===== config.mk =====
export PLATFORM = sky130hd
export DESIGN_NAME = reg_file_seq_flat
export DESIGN_NICKNAME = d
export VERILOG_FILES = /design/src/rtl/reg_file_seq_if.sv /design/src/rtl/reg_file_seq.sv /design/src/flat_wrapper.sv
export SDC_FILE = /design/constraint.sdc
export NUM_CORES = 1
export LEC_CHECK = 0
export BUFFER_PORTS_ARGS = -buffer_cell sky130_fd_sc_hd__buf_2
export CAP_MARGIN = 20
export CORE_ASPECT_RATIO = 0.9
export CORE_MARGIN = 2
export CORE_UTILIZATION = 50
export DETAILED_ROUTE_END_ITERATION = 10
export GPL_TIMING_DRIVEN = 0
export PLACE_DENSITY = 0.8
export SYNTH_ARGS = -nofsm -noshare
export SYNTH_HDL_FRONTEND = slang
export SYNTH_SLANG_ARGS = --single-unit

===== constraint.sdc =====
create_clock -name clk -period 3.95 [get_ports clk]
set_clock_uncertainty 0.15 [all_clocks]
set_input_delay 0.395 -clock clk [delete_from_list [all_inputs] [get_ports clk]]
set_output_delay 0.395 -clock clk [all_outputs]
set_load 0.02 [all_outputs]

===== src/rtl/reg_file_seq_if.sv =====
// reg_file_seq_if: host-side command/response bundle for reg_file_seq.
//   cmd_*  : command channel (valid/ready), op/addr/len/data from the host.
//   rsp_*  : read-response channel (valid/ready), data toward the host.
//   master : host view; slave : sequencer view.
interface reg_file_seq_if #(
  parameter int N    = 7,
  parameter int BITS = 4
);
  logic            cmd_valid;
  logic            cmd_ready;
  logic [1:0]      cmd_op;
  logic [N-1:0]    cmd_addr;
  logic [N-1:0]    cmd_len;
  logic [BITS-1:0] cmd_data;
  logic            rsp_valid;
  logic            rsp_ready;
  logic [BITS-1:0] rsp_data;

  modport master (
    output cmd_valid, cmd_op, cmd_addr, cmd_len, cmd_data, rsp_ready,
    input  cmd_ready, rsp_valid, rsp_data
  );

  modport slave (
    input  cmd_valid, cmd_op, cmd_addr, cmd_len, cmd_data, rsp_ready,
    output cmd_ready, rsp_valid, rsp_data
  );
endinterface


===== src/rtl/reg_file_seq.sv =====
// reg_file_seq: command sequencer / sole initiator for reg_file.
//   Accepts single or burst read/write commands on bus (reg_file_seq_if.slave),
//   drives reg_file write (address_w/data_w/WE) and read (address_r) ports,
//   samples data_r and returns read data on the response channel.
// Ports:
//   clk, reset_n          : clock, synchronous active-low reset
//   bus                   : cmd_valid/ready/op/addr/len/data, rsp_valid/ready/data
//   busy                  : state is not IDLE
//   err                   : sticky write-verify mismatch (0 unless verify built in)
//   address_w/data_w/WE   : reg_file write port
//   address_r/data_r      : reg_file read port (data_r combinational on address_r)
// Build option: define REG_SEQ_WRITE_VERIFY_EN to follow every write with a
//   read-back VERIFY cycle that compares data_r against data_w.
module reg_file_seq #(
  parameter int N    = 7,
  parameter int BITS = 4
) (
  input  logic            clk,
  input  logic            reset_n,
  reg_file_seq_if.slave   bus,
  output logic            busy,
  output logic            err,
  output logic [N-1:0]    address_w,
  output logic [BITS-1:0] data_w,
  output logic            WE,
  output logic [N-1:0]    address_r,
  input  logic [BITS-1:0] data_r
);

  localparam logic [N-1:0] ADDR_ONE = N'(1);
  localparam logic [N:0]   REM_ONE  = (N+1)'(1);
  localparam logic [N:0]   REM_FULL = {1'b1, {N{1'b0}}};

`ifdef REG_SEQ_WRITE_VERIFY_EN
  typedef enum logic [2:0] {IDLE, WRITE, READ, RSP, VERIFY} state_t;
`else
  typedef enum logic [2:0] {IDLE, WRITE, READ, RSP} state_t;
`endif

  state_t          state_q, state_d;
  logic [N-1:0]    cur_addr_q, cur_addr_d;
  logic [N:0]      remaining_q, remaining_d;
  logic [BITS-1:0] rsp_data_q, rsp_data_d;
  logic [BITS-1:0] data_w_q, data_w_d;
  logic [N-1:0]    address_r_q, address_r_d;
`ifdef REG_SEQ_WRITE_VERIFY_EN
  logic            err_q, err_d;
`endif

  always_comb begin
    state_d       = state_q;
    cur_addr_d    = cur_addr_q;
    remaining_d   = remaining_q;
    rsp_data_d    = rsp_data_q;
    data_w_d      = data_w_q;
    address_r_d   = address_r_q;
`ifdef REG_SEQ_WRITE_VERIFY_EN
    err_d         = err_q;
`endif
    bus.cmd_ready = 1'b0;
    bus.rsp_valid = 1'b0;
    WE            = 1'b0;

    unique case (state_q)
      IDLE: begin
        bus.cmd_ready = 1'b1;
        if (bus.cmd_valid) begin
          cur_addr_d = bus.cmd_addr;
          data_w_d   = bus.cmd_data;
          if (!bus.cmd_op[1])          remaining_d = REM_ONE;
          else if (bus.cmd_len == '0)  remaining_d = REM_FULL;
          else                         remaining_d = {1'b0, bus.cmd_len};
          state_d = bus.cmd_op[0] ? READ : WRITE;
        end
      end
      WRITE: begin
        WE = 1'b1;
`ifdef REG_SEQ_WRITE_VERIFY_EN
        state_d = VERIFY;
`else
        cur_addr_d  = cur_addr_q + ADDR_ONE;
        remaining_d = remaining_q - REM_ONE;
        state_d     = (remaining_q == REM_ONE) ? IDLE : WRITE;
`endif
      end
`ifdef REG_SEQ_WRITE_VERIFY_EN
      VERIFY: begin
        if (data_r != data_w_q) err_d = 1'b1;
        cur_addr_d  = cur_addr_q + ADDR_ONE;
        remaining_d = remaining_q - REM_ONE;
        state_d     = (remaining_q == REM_ONE) ? IDLE : WRITE;
      end
`endif
      READ: begin
        rsp_data_d = data_r;
        state_d    = RSP;
      end
      RSP: begin
        bus.rsp_valid = 1'b1;
        if (bus.rsp_ready) begin
          cur_addr_d  = cur_addr_q + ADDR_ONE;
          remaining_d = remaining_q - REM_ONE;
          state_d     = (remaining_q == REM_ONE) ? IDLE : READ;
        end
      end
      default: state_d = IDLE;
    endcase

    // address_r is registered, so it is loaded on entry to READ/VERIFY so that
    // data_r is valid throughout that cycle; it holds everywhere else.
    if (state_d == READ) address_r_d = cur_addr_d;
`ifdef REG_SEQ_WRITE_VERIFY_EN
    if (state_d == VERIFY) address_r_d = cur_addr_d;
`endif
  end

  always_ff @(posedge clk) begin
    if (!reset_n) begin
      state_q     <= IDLE;
      cur_addr_q  <= '0;
      remaining_q <= '0;
      rsp_data_q  <= '0;
      data_w_q    <= '0;
      address_r_q <= '0;
`ifdef REG_SEQ_WRITE_VERIFY_EN
      err_q       <= 1'b0;
`endif
    end else begin
      state_q     <= state_d;
      cur_addr_q  <= cur_addr_d;
      remaining_q <= remaining_d;
      rsp_data_q  <= rsp_data_d;
      data_w_q    <= data_w_d;
      address_r_q <= address_r_d;
`ifdef REG_SEQ_WRITE_VERIFY_EN
      err_q       <= err_d;
`endif
    end
  end

  // The write address always tracks the current burst pointer.
  assign address_w    = cur_addr_q;
  assign data_w       = data_w_q;
  assign address_r    = address_r_q;
  assign bus.rsp_data = rsp_data_q;
  assign busy         = (state_q != IDLE);
`ifdef REG_SEQ_WRITE_VERIFY_EN
  assign err          = err_q;
`else
  assign err          = 1'b0;
`endif

endmodule


===== src/flat_wrapper.sv =====
// flat-port wrapper written by rule: the top's interface ports become plain ports
module reg_file_seq_flat 
#(
  parameter int N    = 7,
  parameter int BITS = 4
)
  (clk, reset_n, busy, err, address_w, data_w, WE, address_r, data_r, bus_cmd_valid, bus_cmd_op, bus_cmd_addr, bus_cmd_len, bus_cmd_data, bus_rsp_ready, bus_cmd_ready, bus_rsp_valid, bus_rsp_data);
  reg_file_seq_if #(.N(N), .BITS(BITS)) bus_i ();
  input  logic clk;
  input  logic reset_n;
  output logic busy;
  output logic err;
  output logic [N-1:0] address_w;
  output logic [BITS-1:0] data_w;
  output logic WE;
  output logic [N-1:0] address_r;
  input  logic [BITS-1:0] data_r;
  input wire logic [$bits(bus_i.cmd_valid)-1:0] bus_cmd_valid;
  input wire logic [$bits(bus_i.cmd_op)-1:0] bus_cmd_op;
  input wire logic [$bits(bus_i.cmd_addr)-1:0] bus_cmd_addr;
  input wire logic [$bits(bus_i.cmd_len)-1:0] bus_cmd_len;
  input wire logic [$bits(bus_i.cmd_data)-1:0] bus_cmd_data;
  input wire logic [$bits(bus_i.rsp_ready)-1:0] bus_rsp_ready;
  output wire logic [$bits(bus_i.cmd_ready)-1:0] bus_cmd_ready;
  output wire logic [$bits(bus_i.rsp_valid)-1:0] bus_rsp_valid;
  output wire logic [$bits(bus_i.rsp_data)-1:0] bus_rsp_data;
  assign bus_i.cmd_valid = bus_cmd_valid;
  assign bus_i.cmd_op = bus_cmd_op;
  assign bus_i.cmd_addr = bus_cmd_addr;
  assign bus_i.cmd_len = bus_cmd_len;
  assign bus_i.cmd_data = bus_cmd_data;
  assign bus_i.rsp_ready = bus_rsp_ready;
  assign bus_cmd_ready = bus_i.cmd_ready;
  assign bus_rsp_valid = bus_i.rsp_valid;
  assign bus_rsp_data = bus_i.rsp_data;
  reg_file_seq #(.N(N), .BITS(BITS)) u_core (.clk(clk), .reset_n(reset_n), .bus(bus_i), .busy(busy), .err(err), .address_w(address_w), .data_w(data_w), .WE(WE), .address_r(address_r), .data_r(data_r));
endmodule

==> impl_metrics.env <==
export IMPL_status="finished clean"
export IMPL_critPathKind="register to output port"
export IMPL_clock_sinks=33
export IMPL_yosysMostFrequentCell="dfxtp_1"
export IMPL_clock_path_buffers=2
export IMPL_cts_buffers=5
export IMPL_grt_pass1_vias=1516
export IMPL_r2r_cells=6
export IMPL_gr_total_overflow=0
export IMPL_fmax_mhz=404
export IMPL_ys_flop_type="dfxtp_1"
export IMPL_hold_buffers=0
export IMPL_viasPerCell=5.53
export IMPL_dr_total_vias=1731
export IMPL_antenna_left=0
export IMPL_fillCellCount=294
export IMPL_leakage_nw=0.993
export IMPL_fin_crit_sh_pct=62.6
export IMPL_cts_root_buffer="clkbuf_8"
export IMPL_fin_area_mm2=0.00223
export IMPL_p_total_mw=0.781
export IMPL_place_congestion=0.861
export IMPL_htree_levels=2
export IMPL_initial_utilization_pct=53.0
export IMPL_synth_area_leaders="dfxtp_1, mux2i_1, nor2b_1"
export IMPL_cp_arrival_ns=1.93
export IMPL_synthArstFlopShare_pct=0
export IMPL_worst_pin_slew_ns=0.584
export IMPL_maxCapViolCount=0
export IMPL_cts_resized=0
export IMPL_die_y_um=61.0
export IMPL_synth_avg_cell_area_um2=8.67
export IMPL_post_drt_wl_per_cell_um=13.5
export IMPL_crit_required_ns=3.40
export IMPL_nNetsFinal=300
export IMPL_yosysTopAreaCellShare_pct=36.6
export IMPL_synth_cells=208
export IMPL_first_pass_iters=4
export IMPL_synth_distinct_cells=47
export IMPL_antenna_found_initial=0
export IMPL_fin_tns_setup_ns=0
export IMPL_drv_slew=0
export IMPL_numPortBuffers=53
export IMPL_grt_first_pass_wirelength_um=6830
export IMPL_postCtsSetupBuffers=0
export IMPL_num_antenna_cells=0
export IMPL_drt_wl_total_um=4220
export IMPL_cts_tree="done"
export IMPL_synth_area_leader_cell="dfxtp_1"
export IMPL_ioPinCount=55
export IMPL_p_per_area_mw_per_mm2=350
export IMPL_startpoint_type="register"
export IMPL_grt_max_degree=11
export IMPL_row_count=20
export IMPL_ys_seq_area_share_pct=36.6
export IMPL_die_w_um=67.3
export IMPL_fp_coreArea_mm2=0.00340
export IMPL_yosysWarnings=0
export IMPL_hpwl_um=3130
export IMPL_synth_edf_count=0
export IMPL_min_period_ns=2.47
export IMPL_hold_depth=3
export IMPL_area_growth_pct=23.7
export IMPL_cp_end_kind="output port"
export IMPL_layout_drive_gt1_share_pct=28.3
export IMPL_synthesis_area_mm2=0.00180
export IMPL_relSlewSlack_pct=61.0
export IMPL_path_max_fanout=10
export IMPL_ys_seq_elements=33
export IMPL_setup_violations=0
export IMPL_grt_total_usage_pct=23.0
export IMPL_placedInstanceArea_mm2=0.00213
export IMPL_ir_drop_uv=214
export IMPL_min_path_type="input pin to register"
export IMPL_drcViolationCount=0
export IMPL_rsz0062_at_grt="no"
export IMPL_drtIter0Drc=122
export IMPL_worstSkewPairLatency_ns=0.29
export IMPL_clk_pin_slew_ns=0.07
export IMPL_synthTopCellsByCount="dfxtp_1, nor2b_1, a21oi_1, nor2_1, o21ai_0"
export IMPL_dieArea_mm2=0.00410
export IMPL_hold_viol=0
-- metrics by stage --
stage               hold slack (ns)  utilization, %  setup WS, ns  instances
floorplan                     0.340               -          1.86        209
global placement              0.298            62.5          1.69        306
global route                  0.211            65.6          1.33        313
finish                        0.215            65.6          1.48        313
detailed placement            0.310            62.5          1.67        306
CTS                           0.201            65.6          1.47        313
-- cells in the final DEF, fill, tap and decap left out, drive strengths merged, types with 5 or more instances in the layout --
cell type  instances
dfxtp             33
inv                7
nand2             10
nand3              8
nor2              13
o21ai             11
clkbuf            11
nand2b             5
and2               9
mux2i             10
a21oi             15
buf               59
nor2b             16
-- worst max-delay path, stage by stage (launching register included) --
cell	delay (ns)
dfxtp_1	0.39
nand2b_1	0.23
clkbuf_1	0.35
clkbuf_1	0.39
nor2_1	0.10
buf_2	0.18
-- power by group --
part           total, mW  switching, mW  internal [mW]
Combinational      0.119         0.0680         0.0511
Sequential         0.359         0.0135          0.346
Clock              0.303          0.119          0.183
-- kinds of logic after synthesis --
| family | count (synthesis) | share of synthesized area [%] |
|---|---|---|
| simple gates | 82 | 25.7 |
| compound gates | 55 | 20.6 |
| flops | 33 | 36.6 |
| buf+inv | 20 | 5.83 |
| mux | 14 | 8.88 |
| fa+ha+maj | 3 | 2.08 |
| other cells | 1 | 0.208 |
-- sequential cells by signal (all words and copies together) (netlist names) --
register	count
u_core.data_w	4
u_core.remaining_q	8
u_core.address_r	7
u_core.state_q	3
u_core.address_w	7
u_core.bus.rsp_data	4
-- metal layers --
metal  vias to the layer above  GRT usage (%)  wire length (um)  share of wire (%)
met2                        65           32.8              1790                 42
met5                         -              0                 0                  0
li1                        868              -                 -                  -
met4                         0           9.62                68                1.6
met1                       790           30.8              1980                 47
met3                         8           9.46               373                8.8
-- final timing paths --
path	startpoint	end	slack, ns
setup / recovery	u_core.state_q[2]$_SDFF_PN0_	WE	1.48
hold / removal	bus_cmd_data[0]	u_core.data_w[0]$_SDFFE_PN0P_	0.22
setup reg to reg	u_core.remaining_q[2]$_SDFFE_PN0P_	u_core.address_r[0]$_SDFFE_PN0N_	1.65
hold reg to reg	u_core.address_r[4]$_SDFFE_PN0N_	u_core.address_r[4]$_SDFFE_PN0N_	0.31
-- cell type report --
class | instances | area [um2] | share of cell area, %
Clock buffer | 5 | 68.8 | 3.08
Buffer | 13 | 78.8 | 3.53
Tap cell | 44 | 55.1 | 2.47
Multi-Input combinational cell | 156 | 1040 | 46.7
Clock inverter | 2 | 35.0 | 1.57
Timing Repair Buffer | 53 | 265 | 11.9
Inverter | 7 | 26.3 | 1.18
Sequential cell | 33 | 661 | 29.6
(Power assumes the default switching activity.)
